$ cat src/rtl/rr_arbiter_pkg.sv
// Shared types and default sizing for the round-robin arbiter.
package rr_arbiter_pkg;
  localparam int unsigned DEF_WIDTH    = 5;
  localparam int unsigned DEF_HOLD_MAX = 8;

  typedef enum logic {
    IDLE  = 1'b0,
    GRANT = 1'b1
  } arb_state_t;
endpackage

$ cat src/rtl/rr_arbiter_pick.sv
// Combinational round-robin picker: first set, non-excluded request at or
// above the pointer, wrapping at WIDTH-1.
module rr_pick
  import rr_arbiter_pkg::*;
#(
  parameter int WIDTH = DEF_WIDTH,
  parameter int IDXW  = $clog2(DEF_WIDTH)
) (
  input  logic [WIDTH-1:0] i_req,
  input  logic [IDXW-1:0]  i_ptr,
  input  logic [WIDTH-1:0] i_excl,
  output logic [WIDTH-1:0] o_win,
  output logic [IDXW-1:0]  o_idx,
  output logic             o_any
);
  logic [WIDTH-1:0] w_masked;
  logic [IDXW-1:0]  w_j;

  assign w_masked = i_req & ~i_excl;

  always_comb begin
    o_win = '0;
    o_idx = '0;
    o_any = 1'b0;
    w_j   = '0;
    for (int i = 0; i < WIDTH; i++) begin
      w_j = IDXW'((int'(i_ptr) + i) % WIDTH);
      if (!o_any && w_masked[w_j]) begin
        o_any       = 1'b1;
        o_win[w_j]  = 1'b1;
        o_idx       = w_j;
      end
    end
  end
endmodule

$ cat src/rtl/rr_arbiter.sv
// Round-robin arbiter with back-to-back handoff; optional hold timeout
// enabled by defining RR_ARBITER_TIMEOUT_EN.
module rr_arbiter
  import rr_arbiter_pkg::*;
#(
  parameter int WIDTH    = DEF_WIDTH,
  parameter int HOLD_MAX = DEF_HOLD_MAX
) (
  input  logic                     clk_i,
  input  logic                     srst_i,
  input  logic [WIDTH-1:0]         req_i,
  input  logic                     done_i,
  output logic [WIDTH-1:0]         gnt_o,
  output logic                     gnt_valid_o,
  output logic [$clog2(WIDTH)-1:0] gnt_idx_o
);
  localparam int IDXW = $clog2(WIDTH);

  arb_state_t       r_state, w_nstate;
  logic [WIDTH-1:0] r_gnt, w_ngnt;
  logic [IDXW-1:0]  r_idx, w_nidx;
  logic [IDXW-1:0]  r_ptr, w_nptr;

  logic [WIDTH-1:0] w_win;
  logic [IDXW-1:0]  w_win_idx;
  logic             w_any;
  logic             w_hold_req;
  logic             w_tmo;
  logic             w_release;
  logic             w_load;

  // The holder is excluded so a release never re-grants it in the same edge.
  rr_pick #(.WIDTH(WIDTH), .IDXW(IDXW)) u_pick (
    .i_req  (req_i),
    .i_ptr  (r_ptr),
    .i_excl (r_gnt),
    .o_win  (w_win),
    .o_idx  (w_win_idx),
    .o_any  (w_any)
  );

  assign w_hold_req = |(req_i & r_gnt);
  assign w_release  = done_i | ~w_hold_req | w_tmo;

`ifdef RR_ARBITER_TIMEOUT_EN
  localparam int CNTW = $clog2(HOLD_MAX);
  localparam logic [CNTW-1:0] CNT_MAX = CNTW'(HOLD_MAX - 1);

  logic [CNTW-1:0] r_cnt, w_ncnt;

  // Forced release only when someone else is waiting; otherwise saturate.
  assign w_tmo = (r_state == GRANT) && (r_cnt == CNT_MAX) && w_any;

  always_comb begin
    w_ncnt = r_cnt;
    if (w_load || w_nstate == IDLE)
      w_ncnt = '0;
    else if (r_cnt != CNT_MAX)
      w_ncnt = r_cnt + 1'b1;
  end

  always_ff @(posedge clk_i) begin
    if (!srst_i) r_cnt <= '0;
    else         r_cnt <= w_ncnt;
  end
`else
  logic w_unused_hold;
  assign w_unused_hold = (HOLD_MAX >= 2);
  assign w_tmo         = 1'b0;
`endif

  always_comb begin
    w_nstate = r_state;
    w_ngnt   = r_gnt;
    w_nidx   = r_idx;
    w_nptr   = r_ptr;
    w_load   = 1'b0;
    case (r_state)
      IDLE:    w_load = w_any;
      GRANT: begin
        if (w_release) begin
          w_load = w_any;
          if (!w_any) begin
            w_nstate = IDLE;
            w_ngnt   = '0;
            w_nidx   = '0;
          end
        end
      end
      default: begin
        w_nstate = IDLE;
        w_ngnt   = '0;
        w_nidx   = '0;
      end
    endcase
    if (w_load) begin
      w_nstate = GRANT;
      w_ngnt   = w_win;
      w_nidx   = w_win_idx;
      w_nptr   = (w_win_idx == IDXW'(WIDTH - 1)) ? '0 : w_win_idx + 1'b1;
    end
  end

  always_ff @(posedge clk_i) begin
    if (!srst_i) begin
      r_state <= IDLE;
      r_gnt   <= '0;
      r_idx   <= '0;
      r_ptr   <= '0;
    end else begin
      r_state <= w_nstate;
      r_gnt   <= w_ngnt;
      r_idx   <= w_nidx;
      r_ptr   <= w_nptr;
    end
  end

  assign gnt_o       = r_gnt;
  assign gnt_valid_o = |r_gnt;
  assign gnt_idx_o   = r_idx;
endmodule

$ cat config.mk
export PLATFORM = sky130hd
export DESIGN_NAME = rr_arbiter
export DESIGN_NICKNAME = d
export VERILOG_FILES = /design/src/rtl/rr_arbiter_pkg.sv /design/src/rtl/rr_arbiter_pick.sv /design/src/rtl/rr_arbiter.sv
export SDC_FILE = /design/constraint.sdc
export NUM_CORES = 1
export LEC_CHECK = 0
export CORE_ASPECT_RATIO = 2
export CORE_MARGIN = 4
export CORE_UTILIZATION = 60
export CTS_BUF_LIST = sky130_fd_sc_hd__clkbuf_4
export DETAILED_ROUTE_END_ITERATION = 10
export PLACE_DENSITY = 0.81
export SYNTH_ARGS = -nofsm -noshare
export SYNTH_HDL_FRONTEND = slang
export SYNTH_HIERARCHICAL = 1
export SYNTH_SLANG_ARGS = --single-unit
$ cat constraint.sdc
create_clock -name clk_i -period 6.48 [get_ports clk_i]
set_input_delay 1.944 -clock clk_i [delete_from_list [all_inputs] [get_ports clk_i]]
set_output_delay 1.944 -clock clk_i [all_outputs]
set_load 0.1 [all_outputs]
==> impl_metrics.toml, run 1 <==
[outcome]
status = "finished clean"

[clocking]
clock_path_buffers = 2
cts_sinks = 12
root_buffer = "clkbuf_4"
htreeDepth = 1
clk_pin_slew_ns = 0.08
post-cts-setup-buffer-count = 0
hold_buffers = 0
cts_buffers = 3
cts_resized = 0
insertion_delay_ns = 0.26
cts_tree = "done"

[route]
drt_wl_total_mm = 7.03
ant_nets = 0
drcViolationCount = 0
wire_per_inst_um = 18.5
via_per_inst = 6.51
firstDrtPassIters = 4
drt-initial-drc-count = 129
via_count = 2473

[worst_hold_path]
min_to = "gnt_idx_o[1]"
hp-start = "gnt_idx_o[1]"
hold_depth = 1
worstHoldPathType = "reg -> reg"

[synthesis]
ys.flop_type = "dfxtp_1"
ys_types = 84
synth_edf_count = 0
ys_seq_area_frac = 0.0988
synth_seq_cells = 12
syn_nets = 347
syn_avg_cell_area_sq_um = 7.60
synthCells = 320
async_flop_share = 0
syn_area_sq_um = 2430
yosys_warnings = 6

[timing]
setup_viol = 0
rsz0062_at_grt = "no"
fin_crit_sh = 0.827
hold_violations = 0
worst_pin_slew_ns = 0.985
fin_crit_ns = 5.36
maxSlewHeadroom = 0.342
fin_tns_setup_ns = 0
slew_viol_final = 0
fmax_mhz = 187
fin_worst_skew_ns = 0.00286

[global_route]
grt-busiest-layer = "met2"
met1_usage = 0.288
antenna_found_initial = 0
grt_use_met2 = 0.507
grt_max_degree = 24
use_met3 = 0.0214
grt_overflow = 0
grt_pass1_vias = 2399
grt_usage = 0.281
grt_pass1_wl_mm = 11.2

[critical_path]
timing.critical_path.buf_inv = 1
r2r_end = "gnt_o[2]"
slowest_delay_ns = 0.67
crit_chain = "clkdlybuf4s50_1 -> nand2b_1 -> nor2_1 -> o211ai_1 -> a222oi_1 -> nor2_1 -> o211a_2 -> or4b_2 -> nor2b_1 -> a311oi_2 -> nor2_2 -> a22o_2"
path_delay_family = "simple AND/OR/NAND/NOR gates"
arrival_ns = 5.53
reg2reg_depth = 18
start_kind = "input pin"
cp-end-kind = "flop"
worst-setup-path-type = "in -> reg"
worst_path_most_repeated_cell = "nor2_1"
path_max_fanout = 8
r2r-start = "r_ptr[0]"
cp_data_required_time_ns = 6.65
r2r_slack_ns = 1.18
critPathSlowestCell = "or4b_2"

[placement]
place_area_sq_um = 2590
dp_hpwl_mm = 5.63
gpl.final_weighted_congestion = 1.08
port-buffer-count = 16

[die]
fp-row-count = 32
pin_count = 17
dieArea_sq_um = 5200
start_util = 0.626
core_area_sq_um = 3880
die_x_um = 53.0
die_h_um = 98.0

[layout]
post_route_cells_drive_above_1_share = 0.131
synthToLayoutAreaGrowth_pct = 7.41
fin_area_sq_um = 2610
n_antenna_cell = 0
final_nets = 357

[run]
cap_violations = 0
layer usage:
layer	share of wire	wire (um)	vias to the layer above
li1	-	-	1229
met1	0.36	2560	1136
met2	0.54	3820	81
met3	0.036	253	27
met4	0.056	397	0
met5	0	0	-
cell families (layout without fill, tap and decap cells):
kind of cell               Yosys count  in the layout  synth area share
adders and majority gates           19             19            0.0977
DFF                                 12             12            0.0988
AOI/OAI and AO/OA                  114            114             0.375
buffers and inverters               37             46            0.0777
muxes                               12             12            0.0556
and+or+nand+nor                    117            117             0.249
xor gates and xnor gates             9              9            0.0463
flip-flops by register name, indices dropped and copies added, names as in the netlist:
| register | cells |
|---|---|
| r_ptr | 3 |
| gnt_o | 5 |
| gnt_idx_o | 3 |
| r_state | 1 |
worst reg2reg max path: stages, from the launching register on:
cell      delay [ns]
dfxtp_1         0.35
buf_4           0.29
ha_1            0.41
xor2_1          0.28
inv_1           0.14
ha_1            0.21
inv_1           0.05
ha_1            0.21
nand2b_1        0.17
a21oi_2         0.14
o22ai_2         0.14
xnor2_2         0.33
mux2i_1         0.41
o211a_2         0.28
or4b_2          0.67
nor2b_1         0.18
a311oi_2        0.48
nor2_2          0.17
a22o_2          0.29
per-stage QoR:
stage | hold WS (ns) | utilization | setup WS, ns | instances
2_1_floorplan | 0.514 | - | 1.67 | 320
3_3_place_gp | 0.457 | 0.666 | 0.999 | 376
3_5_place_dp | 0.455 | 0.666 | 0.909 | 376
4_1_cts | 0.486 | 0.673 | 1.19 | 380
5_1_grt | 0.509 | 0.673 | 0.835 | 380
6_report | 0.486 | 0.673 | 1.12 | 380
how the worst max path moves through the flow:
stage | startpoint | endpoint | slack (ns) | cells after the start
global route | r_ptr[0] | r_ptr[2] | 0.84 | 22
global placement | req_i[4] | gnt_o[2] | 1.0 | 12
detailed placement | req_i[4] | gnt_o[2] | 0.91 | 12
CTS | req_i[4] | gnt_o[2] | 1.19 | 12
floorplan | r_ptr[0] | gnt_o[2] | 1.67 | 20
finish | req_i[4] | gnt_o[2] | 1.12 | 12
cell usage in the layout (no fill, tap or decap), types with 3 or more instances in the layout:
cell / n
nor2_1: 27
a22o_1: 8
nand2b_1: 10
a31oi_1: 5
mux2i_1: 7
nand3_1: 9
o211ai_1: 3
o21ai_0: 17
nand2_1: 26
o21ai_1: 5
a21oi_2: 4
nor2b_1: 10
a22oi_1: 4
o21a_1: 6
inv_1: 17
clkbuf_4: 3
a21o_1: 3
a222oi_1: 4
ha_1: 19
clkdlybuf4s50_1: 16
buf_4: 5
nor3_1: 12
o221ai_1: 4
dfxtp_1: 12
xnor2_1: 5
a21oi_1: 12
or3_1: 4
synth_stat cells, types with 3 or more instances:
| master | number | share of area |
|---|---|---|
| nor3_1 | 12 | 0.025 |
| a21oi_2 | 4 | 0.014 |
| xnor2_1 | 5 | 0.018 |
| buf_6 | 3 | 0.014 |
| dfxtp_1 | 12 | 0.099 |
| nand2_1 | 26 | 0.040 |
| or3_1 | 4 | 0.010 |
| o221ai_1 | 4 | 0.014 |
| o21ai_1 | 5 | 0.010 |
| o211ai_1 | 3 | 0.0093 |
| inv_1 | 17 | 0.026 |
| ha_1 | 19 | 0.098 |
| buf_2 | 5 | 0.010 |
| a31oi_1 | 5 | 0.013 |
| a22oi_1 | 4 | 0.012 |
| a21oi_1 | 12 | 0.025 |
| nor2_1 | 27 | 0.042 |
| a222oi_1 | 4 | 0.016 |
| nand3_1 | 9 | 0.019 |
| o21ai_0 | 17 | 0.035 |
| o21a_1 | 6 | 0.019 |
| mux2i_1 | 7 | 0.029 |
| nor2b_1 | 10 | 0.026 |
| a21o_1 | 3 | 0.0093 |
| buf_4 | 5 | 0.015 |
| nand2b_1 | 10 | 0.026 |
| a22o_1 | 8 | 0.029 |
cell type report:
class | count | area, sq um
fillers | 361 | 1270
inverters | 21 | 81.3
flip-flops and latches | 12 | 240
multi-input cells | 271 | 2000
clock buffers | 3 | 22.5
repair buffers | 21 | 198
clock inverters | 1 | 3.75
well taps | 51 | 63.8
Power of run 1 is left out: the tool's default activity adds up to more than one toggle a clock period on the data nets, which glitch-free logic cannot reach.
==> run 2: changes to the inputs <==
- CORE_UTILIZATION: 60 -> 56
- PLACE_DENSITY: 0.81 -> 0.79
- clock period: 6.48 -> 4.88 ns (I/O delays scaled with it)
==> run 2 against run 1 <==
- die area up 6.3%
- flip-flop and latch count unchanged
- worst hold slack better by 0.00090 ns
- non-clock buffer count up 19
- sequential share of layout area down 0.50 points
==> impl_metrics.toml, run 2 (synthesis gave the netlist of run 1 again) <==
[timing]
rsz0062_at_grt = "no"
fin_crit_sh = 0.953
setup_viol = 0
worst_pin_slew_ns = 0.974
hold_violations = 0
maxSlewHeadroom = 0.348
fin_crit_ns = 4.65
slew_viol_final = 0
fin_worst_skew_ns = 0.00147
fmax_mhz = 215

[global_route]
grt_pass1_wl_mm = 11.9
antenna_found_initial = 0
grt_pass1_vias = 2508
grt_usage = 0.285
grt_overflow = 0
grt_max_degree = 18

[route]
top_layer = "met4"
dr_wl_met3_um = 182
drcViolationCount = 0
drt_wl_total_mm = 7.38
firstDrtPassIters = 6
via_per_inst = 6.46
m1WireLength_mm = 2.66
met2RoutedLength_mm = 4.03
via_count = 2583
ant_nets = 0
drt-initial-drc-count = 123
wire_per_inst_um = 18.5

[layout]
layout_common_cells = "nor2_1 (27), nand2_1 (26), buf_4 (24)"
post_route_cells_drive_above_1_share = 0.187
largest_reg_flops = 5
synthToLayoutAreaGrowth_pct = 14.1
finish.utilization = 0.666
n_antenna_cell = 0
final_cells = 400
final_nets = 376
final_common_cell = "nor2_1"

[clocking]
htreeDepth = 1
cts_resized = 1
hold_buffers = 0
clk_pin_slew_ns = 0.08
cts_tree = "done"
cts_sinks = 12
clock_path_buffers = 2
post-cts-setup-buffer-count = 0
root_buffer = "clkbuf_4"
cts_buffers = 3
insertion_delay_ns = 0.27

[critical_path]
cp_data_required_time_ns = 5.05
path_max_fanout = 9
start_kind = "flop"
arrival_ns = 4.82
cp-end-kind = "flop"
worst-setup-path-type = "reg -> reg"

[run]
cap_violations = 0

[die]
fp-row-count = 33
die_x_um = 54.6
start_util = 0.583
die_h_um = 101
dieArea_sq_um = 5530
core_area_sq_um = 4170
pin_count = 17

[placement]
port-buffer-count = 16
place_inst = 396
gpl.final_weighted_congestion = 1.01
dp_hpwl_mm = 6.06

[worst_hold_path]
worstHoldPathType = "reg -> reg"

[outcome]
status = "finished clean"
run 2: path summary, 6_finish.rpt:
check,start,to,slack [ns],cells after the start
hold reg to reg,gnt_idx_o[2],gnt_idx_o[2],0.49,1
setup / recovery,r_ptr[0],gnt_o[2],0.23,17
setup reg to reg,r_ptr[0],gnt_o[2],0.23,17
hold / removal,gnt_idx_o[2],gnt_idx_o[2],0.49,1
run 2: worst max-delay path, stage by stage (launching register included):
cell	delay (ns)
dfxtp_2	0.43
ha_1	0.21
xor2_1	0.23
inv_1	0.13
ha_1	0.21
inv_1	0.06
ha_1	0.21
nand2b_1	0.17
a21oi_2	0.14
o22ai_2	0.14
xnor2_2	0.31
mux2i_2	0.38
o211a_2	0.30
or4b_2	0.68
nor2b_1	0.18
a311oi_2	0.35
nor2_2	0.15
a22o_2	0.28
run 2: final cells by class:
class | instances | area (sq um)
well taps | 52 | 65.1
multi-input cells | 271 | 2020
inverters | 21 | 81.3
repair buffers | 40 | 340
fillers | 380 | 1390
flip-flops and latches | 12 | 241
clock inverters | 1 | 3.75
clock buffers | 3 | 22.5
run 2: stage by stage:
step                      setup WS [ns]  area [sq um]  TNS [ns]  hold WS (ns)
after floorplan                  0.0743          2430         0         0.514
after global placement           0.0378          2730         0         0.457
after detailed placement        -0.0453          2730   -0.0672         0.460
after CTS                        0.0743          2760         0         0.487
after global routing             0.0194          2780         0         0.510
final                             0.230          2780         0         0.487
run 2: per-layer routing:
layer | vias up | global-route usage
met5 | - | 0
met4 | 0 | 0.207
met3 | 30 | 0.0133
met2 | 81 | 0.504
met1 | 1206 | 0.298
li1 | 1266 | -
Power of run 2 is left out for the same reason.
